===== config.mk =====
export PLATFORM = sky130hd
export DESIGN_NAME = shift_sched
export DESIGN_NICKNAME = d
export VERILOG_FILES = /design/src/rtl/shift_sched.sv
export SDC_FILE = /design/constraint.sdc
export NUM_CORES = 1
export LEC_CHECK = 0
export ABC_CLOCK_PERIOD_IN_PS = 1500
export CAP_MARGIN = 30
export CORE_AREA = 8 8 50 52
export CTS_CLUSTER_DIAMETER = 80
export CTS_CLUSTER_SIZE = 14
export DETAILED_ROUTE_END_ITERATION = 8
export DIE_AREA = 0 0 58 60
export PLACE_DENSITY = 0.71
export SLEW_MARGIN = 20
export SYNTH_ARGS = -nofsm -noshare
export SYNTH_HDL_FRONTEND = slang
export SYNTH_SLANG_ARGS = --single-unit

===== constraint.sdc =====
create_clock -name clk -period 1.5 [get_ports clk]
set_input_delay 0.3 -clock clk [delete_from_list [all_inputs] [get_ports clk]]
set_output_delay 0.3 -clock clk [all_outputs]
set_load 0.01 [all_outputs]

===== src/rtl/shift_sched.sv =====
// rtl/shift_sched.sv - round-robin shared PISO shift register scheduler for two requesters
module shift_sched #(
  parameter int W   = 4,
  parameter int GAP = 1
) (
  input  logic         clk,
  input  logic         rst,
  input  logic         req0,
  input  logic [W-1:0] data0,
  input  logic         req1,
  input  logic [W-1:0] data1,
  output logic         ack0,
  output logic         ack1,
  output logic         sout,
  output logic         sout_en,
  input  logic         ser_ready,
  output logic         last,
  output logic         owner,
  output logic         busy
);

  localparam int BW = $clog2(W);
  localparam int GW = (GAP > 0) ? $clog2(GAP + 1) : 1;
  localparam logic [BW-1:0] BIT_LOAD = BW'(W - 1);
  localparam logic [GW-1:0] GAP_LOAD = (GAP > 0) ? GW'(GAP - 1) : '0;

  typedef enum logic [1:0] {
    ST_IDLE  = 2'd0,
    ST_SHIFT = 2'd1,
    ST_GAP   = 2'd2
  } state_t;

  state_t        state, state_n;
  logic [W-1:0]  sr, sr_n;
  logic [BW-1:0] bcnt, bcnt_n;
  logic [GW-1:0] gcnt, gcnt_n;
  logic          ptr, ptr_n;       // 0 favours req0, 1 favours req1
  logic          owner_n;
  logic          ack0_n, ack1_n;
  logic          grant;

  // state and datapath registers; reset clears everything, pointer back to req0
  always_ff @(posedge clk or posedge rst) begin
    if (rst) begin
      state <= ST_IDLE;
      sr    <= '0;
      bcnt  <= '0;
      gcnt  <= '0;
      ptr   <= 1'b0;
      owner <= 1'b0;
      ack0  <= 1'b0;
      ack1  <= 1'b0;
    end else begin
      state <= state_n;
      sr    <= sr_n;
      bcnt  <= bcnt_n;
      gcnt  <= gcnt_n;
      ptr   <= ptr_n;
      owner <= owner_n;
      ack0  <= ack0_n;
      ack1  <= ack1_n;
    end
  end

  // next-state: arbitrate in IDLE, shift under ser_ready, then count out the gap
  always_comb begin
    state_n = state;
    sr_n    = sr;
    bcnt_n  = bcnt;
    gcnt_n  = gcnt;
    ptr_n   = ptr;
    owner_n = owner;
    ack0_n  = 1'b0;
    ack1_n  = 1'b0;
    // a lone request wins outright; the pointer only breaks ties
    grant   = (req0 && req1) ? ptr : req1;
    case (state)
      ST_IDLE: begin
        if (req0 || req1) begin
          sr_n    = grant ? data1 : data0;
          owner_n = grant;
          ack0_n  = ~grant;
          ack1_n  = grant;
          bcnt_n  = BIT_LOAD;
          ptr_n   = ~grant;
          state_n = ST_SHIFT;
        end
      end
      ST_SHIFT: begin
        if (ser_ready) begin
          sr_n = {sr[W-2:0], 1'b0};
          if (bcnt == '0) begin
            gcnt_n  = GAP_LOAD;
            state_n = (GAP > 0) ? ST_GAP : ST_IDLE;
          end else begin
            bcnt_n = bcnt - 1'b1;
          end
        end
      end
      ST_GAP: begin
        if (gcnt == '0) begin
          state_n = ST_IDLE;
        end else begin
          gcnt_n = gcnt - 1'b1;
        end
      end
      default: state_n = ST_IDLE;
    endcase
  end

  // serial outputs are decoded from state so reset clears them at once
  assign sout_en = (state == ST_SHIFT);
  assign sout    = sout_en & sr[W-1];
  assign last    = sout_en & (bcnt == '0);
  assign busy    = (state != ST_IDLE);

endmodule


# Yosys cells after proc, flatten, opt, wreduce, memory -nomap -nowiden
# Cells that the tools add are included.
# totals
in_bits	13
regBits	13
output_inout_bits	7
wordCells	54
# op_classes
bitwise	3
eq_ne	7
muxes	22
n_addsub	2
n_reduce_logical	12
# op_table
cell	count
2-bit 2-to-1 mux	7
4-bit 2-to-1 mux	3
1-bit 2-to-1 mux	8
4-bit case mux with 2 select lines	1
4-bit AND reduction	2
2-bit != test, second input constant	3
2-bit case mux with 3 select lines	1
3-bit AND reduction	2
2-bit nonzero test	3
2-bit logical NOT	2
2-bit by 1-bit != test with 1-bit output, second input constant	2
2-bit case mux with 2 select lines	1
1-bit AND	2
2-bit by 1-bit == test with 1-bit output, second input constant	1
2-bit == test, second input constant	1
1-bit case mux with 2 select lines	1
2-bit AND reduction	1
2-bit by 1-bit subtractor with 2-bit output, second input constant	1
1-bit logical AND	1
1-bit logical OR	1
1-bit NOT	1
1-bit subtractor, second input constant	1

# Logic depth before layout (Yosys ltp)
# Gate-level depths: netlist of run 1.
# logic_depth
ltp_word	5
depth_mapped	6
depth_no_buf	6

# Least setup slack after synthesis of run 1
# Ideal clock, no wire load.
# synth_timing
kind	register to register
from	register state[0]
to	register sr[1]
period_less_slack_ps	1387
setup_ps	122
arrival_ps	1266
required_ps	1378
n_path_buf	2
setup_slack_ps	113
stages_incl_launch_ff	6
cell_sequence	dfrtp_1 -> buf_6 -> nor2b_4 -> buf_6 -> or3_1 -> a32o_1
# synth_between
elab_chain_len	3
word_cells_on_any_way	7
cone_classes	eq/ne: 3; mux: 1; reduce/logical: 3
# synth_rtl
item	line	text
from (decl)	33	state_t state, state_n;
from (signal assigned)	54	state <= state_n;
2-bit by 1-bit == test with 1-bit output (*)	n/a	
named net sout_en	15	output logic sout_en,
2-bit by 1-bit != test with 1-bit output (no line) or 2-bit nonzero test (tied branches)	n/a	
3-bit AND reduction (no line)	n/a	
to (signal assigned)	55	sr <= sr_n;
to (decl)	34	logic [W-1:0] sr, sr_n;
# Mark *: on every way through the listed nets, which the timed path passes. The rest lies on a longest branch.
# A chain may end at the register's enable or synchronous reset.

# Worst setup path in the final report of run 1
# layout_timing
from	register owner
to	output owner
# layout_rtl
item	line	text
from (decl)	18	output logic owner,
from (signal assigned)	59	owner <= owner_n;
# No word-level cell between the ends.

==> results of run 1 <==
[layout make-up]
type                       instances  area share
timing repair buffer              34       0.300
clock buffer                       3      0.0233
multi-input combinational         43       0.323
sequential                        12       0.311
tap                               18      0.0233
inverter                           5      0.0195
[worst paths after layout]
path / start / to / slack [ns] / cells after the start
worst max-delay path: owner / owner / 0.05 / 1
worst min-delay path: rst / owner / 0.33 / 2
worst max register to register: state[0] / bcnt[0] / 0.05 / 4
worst min register to register: ptr / ptr / 0.49 / 1
max in group asynchronous: rst / ack0 / 0.86 / 2
min in group clk: req0 / ptr / 0.40 / 3
[per-stage QoR]
step                cell area (µm²)  hold slack (ns)  std cells  setup TNS (ns)  total power, mW
finish                          965            0.328        115               0             1.65
floorplan                       647            0.165         63               0             1.05
global placement                931            0.472        111           -1.09             1.43
CTS                             945            0.340        114               0             1.64
detailed placement              931            0.480        111           -1.27             1.45
global route                    965            0.358        115        -0.00872             1.79
[power breakdown]
part           internal, mW  total (mW)  switching, mW
combinational         0.524       0.925          0.401
sequential            0.458       0.523         0.0651
clock                0.0932       0.202          0.108
[layer usage]
layer	vias to the layer above	GRT usage	share of wire
li1	295	-	-
met1	284	0.0920	0.42
met2	17	0.172	0.48
met3	5	0.0344	0.067
met4	0	0.0734	0.033
met5	-	0	0
[cells by family after synthesis]
logic type | count (synthesis) | synth area share
AND/OR/NAND/NOR | 24 | 0.219
AO/OA/AOI/OAI | 16 | 0.184
flip-flops | 12 | 0.464
buffers and inverters | 8 | 0.0812
multiplexers | 2 | 0.0329
adder cells (fa/ha/maj) | 1 | 0.0193
[synth_stat cells]
cell,n
nor2_1,3
a31oi_1,2
and2_2,2
nand3_1,3
mux2_1,1
o21bai_2,1
nor2b_4,1
a211o_2,1
a21oi_1,4
o21ai_0,2
and2_1,1
buf_6,3
nor3_1,2
nand3b_1,1
o31ai_1,1
a32o_1,3
a21o_2,1
ha_1,1
inv_1,5
mux2i_1,1
and3_2,1
a21oi_2,1
nand2b_1,1
nand2_1,3
dfrtp_1,12
or3_1,6
[sequential cells by signal, summed over array words and instances, names as in the netlist]
signal and flops:
state 2, sr 4, ptr 1, bcnt 2, owner 1, ack1 1
ack0 1
[repair_timing]
| item | 4_1_cts | 5_1_grt |
|---|---|---|
| setup endpoints to repair | 4 | 5 |
| setup buffers | 0 | 1 |
| resized for setup | 15 | 3 |
| pin swaps | 0 | 1 |
==> summary by stage, run 1 <==
Outcome
The flow ran to the end, and the final reports show no timing, DRC or antenna violations.

Final layout
The signed area change from the synthesized netlist to the final layout is 49.1%. The net count of the finished layout is approximately 110. At the end of the flow the core is filled with cells to 0.535. Registers take about 300 µm². The diode insertion count for antenna repair is 0. Of the cells placed in the final design, the portion with a size suffix greater than 1 is 0.320. The total of fill cells in the finished design is roughly 180. Leaving out fill and tap cells, the most frequent cells in the layout are buf_4, clkdlybuf4s50_1, dfrtp_1. The library cell used most frequently in the layout, excluding fill and tap cells, is buf_4. In the final layout, the multi-input gates occupy 312 µm².

Clock network
The cell at the root of the clock tree is clkbuf_4. TritonCTS built the clock tree. The clock insertion delay at the later pin of the skew report is around 0.28 ns. For this design, the CTS-stage hold fixing added 0 buffers. The maximum level of the CTS H-tree is 1.

After clock tree synthesis, the clock-pin slew on the worst setup and hold paths is approximately 0.070 ns. The number of clock buffers inserted by TritonCTS is 3. The clock passes through at most 2 buffers.

The total number of clock tree sinks is 12.

STA
The total count of max-transition violations in the final report was 0. The setup slack after layout is between 0.04 and 0.05 ns. The number of hold violations in the final report is 0.

The relative slew slack is 0.693. The final setup violation count is 0. At the pin with the least slew margin, the transition time is between 0.4 and 0.5 ns. Timing would allow up to slightly below 0.7 GHz. The part of the cycle the worst path needs is 0.969. The clock period minus worst slack is 1.45 ns.

On the final layout, the worst clock skew is 0.00392 ns.

Critical path
Walking the worst path, the cells encountered are clkdlybuf4s50_1. The delay of the slowest cell on the worst path is between 0.5 and 0.6 ns. The type of the worst setup path is reg -> out. Data on the critical path arrives at its endpoint at between 1 and 1.5 ns.

STA classifies the critical path endpoint as a primary output. Along the worst path, the maximum fanout reaches 2. The required time at the worst-slack endpoint is between 1 and 1.5 ns. For this design, the slowest cell found on the critical path is clkdlybuf4s50_1. The largest delay contributor family on the critical path is buffers and inverters. The type of element launching the critical path is a flip-flop. The buffering stage count on the worst path with inverters included is 1.

Die
The height of the die is roughly 60 µm. The horizontal extent of the die is about 58 µm. The initial utilization of the core area, before any placement, comes to 0.359. The total number of placement rows is 16. For this design the top-level I/O count stands at 20. The die area is 0.00348 mm². After floorplanning, the core was sized to cover around 0.0018 mm².

Power
Summed over all cells, the static leakage comes to 0.457 nW. The maximum vdd drop is between 0.0007 and 0.0008 V. The power per cell area is 1710 mW/mm².

Synthesis
The cell accounting for the most synthesized area is dfrtp_1. Synthesis produced 63 cells. The count of cell types in the netlist is 26.

The register bit total from synthesis is 12. The share of synthesized area occupied by flip-flops and latches is 0.464. The area share of the leading cell type in the synthesized netlist is 0.464.

When the netlist entered floorplanning its net count stood at 77. The Yosys step of the flow raised 0 warnings. The combined area of all synthesized cells is around 650 µm². By area the synthesized netlist is led by dfrtp_1, or3_1, buf_6, a32o_1, a21oi_1. After synthesis, the mean cell area works out to approximately 10 µm².

Placement
The detailed placer's ending HPWL is 1.23 mm. The number of port buffers is 19. The pre-CTS setup slack is -0.281 ns. At the end of routability-driven placement, the weighted congestion stood at 0.773.

Drt
The detailed router finished its first iteration with 17 violations. After detailed routing, the number of vias per cell comes to ~5.2. For this block, the via count after detailed routing is 601. The DRC violations left is 0. The number of nets with antenna violations after routing is 0. Summed over all layers, the routed wires come to 1.57 mm. The mean routed wirelength per cell is 13.6 µm.

The total iterations of the first detailed-routing run is 4.

Global routing
For this run the aggregate overflow at the end of global routing stands at 0. The via count of the first global-routing pass came to 614. The number of antenna violations at the first check in global routing was 0. Across every metal layer, demand over resource in global routing totals 0.0978. The maximum number of pins on one net before global-route repair is 13.

The first global-routing pass estimated 2.55 mm of wire.

Run
Max-cap violations in this run came to 0.

Min path
In this run the worst hold path is classified as in -> async.
Note: power is estimated with default switching activity, not from simulation.
==> inputs of run 2 (changes only) <==
--- a/config.mk
+++ b/config.mk
@@ -6,7 +6,7 @@
 export NUM_CORES = 1
 export LEC_CHECK = 0
 export ABC_CLOCK_PERIOD_IN_PS = 1500
-export CAP_MARGIN = 30
+export CAP_MARGIN = 20
 export CORE_AREA = 8 8 50 52
 export CTS_CLUSTER_DIAMETER = 80
 export CTS_CLUSTER_SIZE = 14
@@ -17,3 +17,4 @@
 export SYNTH_ARGS = -nofsm -noshare
 export SYNTH_HDL_FRONTEND = slang
 export SYNTH_SLANG_ARGS = --single-unit
+export TNS_END_PERCENT = 50
==> run 2 against run 1 <==
Net effect:
- power stayed put
- cell count stayed put
- setup slack stayed put
- global-route usage stayed put
- sequential share of layout area stayed put
- clock skew stayed put
- critical path depth stayed put
- routed wire length stayed put
- cell area stayed put
- non-clock buffer count stayed put
- first-iteration DRC count stayed put
- fmax stayed put
- largest cell class unchanged
- highest routed layer unchanged
==> summary by stage, run 2 (synthesis gave the netlist of run 1 again) <==
Outcome
Status: finished clean (unchanged).

Placement
The pre-CTS setup slack was -0.281 ns (unchanged). The number of port buffers is 19 (unchanged). The detailed placer's ending HPWL was 1.23 mm (unchanged).

The routability congestion estimate is 0.773 (unchanged).

Critical path
The required time at the worst-slack endpoint is 1.20 ns (about the same). The slowest stage cell on the critical path is clkdlybuf4s50_1 (unchanged). The critical register-to-register path endpoint is bcnt[0] (unchanged). The largest delay contributor family on the critical path was buffers and inverters (unchanged).

The source of the worst register-to-register timing path is state[0] (unchanged). The cell count of the worst reg-to-reg path is 4 (unchanged). The critical path data arrival time came to 1.15 ns (about the same).

The internal reg-to-reg setup slack is 0.05 ns (about the same). The delay of the slowest cell on the worst path is 0.53 ns (about the same). The cell count along the critical path was 1 (unchanged). The category of the worst setup path capture point is a primary output (unchanged). Cell chain of the critical path: clkdlybuf4s50_1 (unchanged). The type of the worst setup path is reg -> out (unchanged). The largest fanout on the critical path is 2 (unchanged). The start point of the critical path is owner (unchanged). The worst setup path endpoint is owner (unchanged). The type of element launching the critical path is a flip-flop (unchanged). The buffering stage count on the worst path with inverters included came to 1 (unchanged).

Final layout
The signed area change from the synthesized netlist to the final layout is 49.1% (unchanged). The post-layout net count was 113 (unchanged). The total of fill cells in the finished design is 176 (unchanged). The post-layout utilization of the core is 0.535 (unchanged). Registers with the most flip-flops: sr (4), bcnt (2), state (2) (unchanged). The diode insertion count for antenna repair is 0 (unchanged).

The fraction of layout cells with a size suffix above 1 was 0.320 (unchanged). The flip-flop count of the largest register after layout is 4 (unchanged). Most frequent cells in the layout: buf_4, clkdlybuf4s50_1, dfrtp_1 (unchanged). The register with the most flip-flops is sr (unchanged). The most frequent standard cell in the layout excluding fill and tap cells is buf_4 (unchanged).

Clock network
The clock tree from TritonCTS is done (unchanged). The maximum level of the CTS H-tree came to 1 (unchanged). The clock insertion delay at the later pin of the skew report was 0.28 ns (about the same). The clock-pin slew reported for the worst setup and hold paths after clock tree synthesis is 0.07 ns (about the same).

The count of hold buffers inserted by post-cts repair is 0 (unchanged). The number of clock buffers inserted by TritonCTS is 3 (unchanged). The total number of clock tree sinks is 12 (unchanged). The cell at the root of the clock tree is clkbuf_4 (unchanged). The maximum root-to-sink buffer count is 2 (unchanged).

Global routing
The maximum number of pins on one net before global-route repair was 13 (unchanged). The number of antenna violations at the first check in global routing was 0 (unchanged). The wire length of the first global-routing pass is 2.55 mm (unchanged).

The global-route met3 utilization is 0.0344 (unchanged). The global-route met2 utilization is 0.172 (unchanged). The most crowded layer after global routing was met2 (unchanged).

The via count of the first global-routing pass is 614 (unchanged). The met1 usage in global routing is 0.0920 (unchanged). The residual overflow from global routing is 0 (unchanged).

The overall fraction of global-route tracks in use is 0.0978 (unchanged).

Drt
The ratio of routed vias to standard cells was 5.23 (unchanged). The number of nets with antenna violations after routing is 0 (unchanged). The overall routed net length came to 1.57 mm (unchanged).

The DRC violations left is 0 (unchanged). The total iterations of the first detailed-routing run was 4 (unchanged). The mean routed wirelength per cell came to 13.6 µm (unchanged). The initial DRC count came to 17 (unchanged).

The via total after detailed routing is 601 (unchanged).

Die
The die area was 0.00348 mm² (unchanged). The number of placed I/O pins is 20 (unchanged). The total number of placement rows is 16 (unchanged). The horizontal extent of the die is 58 µm (unchanged). The initial core utilization is 0.359 (unchanged). The height of the die is 60 µm (unchanged). The total core area is 0.00180 mm² (unchanged).

STA
The number of hold violations in the final report is 0 (unchanged). The setup slack after layout was 0.0467 ns (unchanged). The part of the cycle the worst path needs is 0.969 (unchanged). The relative slew slack was 0.693 (unchanged).

The achievable clock frequency is 0.688 GHz (unchanged). The final setup skew is 0.00392 ns (unchanged). The total count of max-transition violations in the final report was 0 (unchanged). The slew at the pin with the worst max-slew slack was 0.460 ns (unchanged). The clock period minus worst slack is 1.45 ns (unchanged). The final setup violation count is 0 (unchanged). The final setup TNS was 0 ns (unchanged).

Power
The maximum vdd drop is 0.000761 V (unchanged). The power per cell area is 1710 mW/mm² (unchanged). The total power of the final layout was 1.65 mW (unchanged). The leakage power is 0.457 nW (unchanged).

Min path
The worst hold path class is in -> async (unchanged).

Run
The count of max-cap constraint violations came to 0 (unchanged).
[run 2: cell counts in the layout (fill, tap and decap cells not counted)]
Identical to the previous run, type by type.
[run 2: layer usage]
metal	wire, µm	part of all wire	up-vias
li1	-	-	295
met4	51	0.033	0
met3	105	0.067	5
met2	757	0.48	17
met5	0	0	-
met1	652	0.42	284
[run 2: what timing repair did]
item | in CTS | in global routing
buffers inserted | 0 | 1
setup endpoints to repair | 4 | 5
pin swaps | 0 | 1
gates resized for setup | 15 | 3
cloned | 0 | 0
[run 2: report_power, final]
| part | switching, mW | internal, mW | total [mW] |
|---|---|---|---|
| Combinational | 0.401 | 0.524 | 0.925 |
| Clock | 0.108 | 0.0932 | 0.202 |
| Sequential | 0.0651 | 0.458 | 0.523 |
| Total | 0.575 | 1.08 | 1.65 |
[run 2: cell type report]
| type | count | area, µm² | share of cell area |
|---|---|---|---|
| Sequential cell | 12 | 300 | 0.311 |
| Clock buffer | 3 | 22.5 | 0.0233 |
| Timing Repair Buffer | 34 | 289 | 0.300 |
| Tap cell | 18 | 22.5 | 0.0233 |
| Inverter | 5 | 18.8 | 0.0195 |
| Multi-Input combinational cell | 43 | 312 | 0.323 |
[run 2: worst min-delay path by stage]
stage,startpoint,end,slack [ns],cells after the start
floorplan,rst,ack0,0.16,1
global placement,ptr,ptr,0.47,1
detailed placement,ptr,ptr,0.48,1
CTS,rst,owner,0.34,2
global route,rst,ptr,0.36,2
finish,rst,owner,0.33,2
[run 2: per-stage QoR]
| stage | cell area, µm² | hold WS (ns) | cells |
|---|---|---|---|
| floorplan | 647 | 0.165 | 63 |
| global placement | 931 | 0.472 | 111 |
| detailed placement | 931 | 0.480 | 111 |
| CTS | 945 | 0.340 | 114 |
| global route | 965 | 0.358 | 115 |
| finish | 965 | 0.328 | 115 |
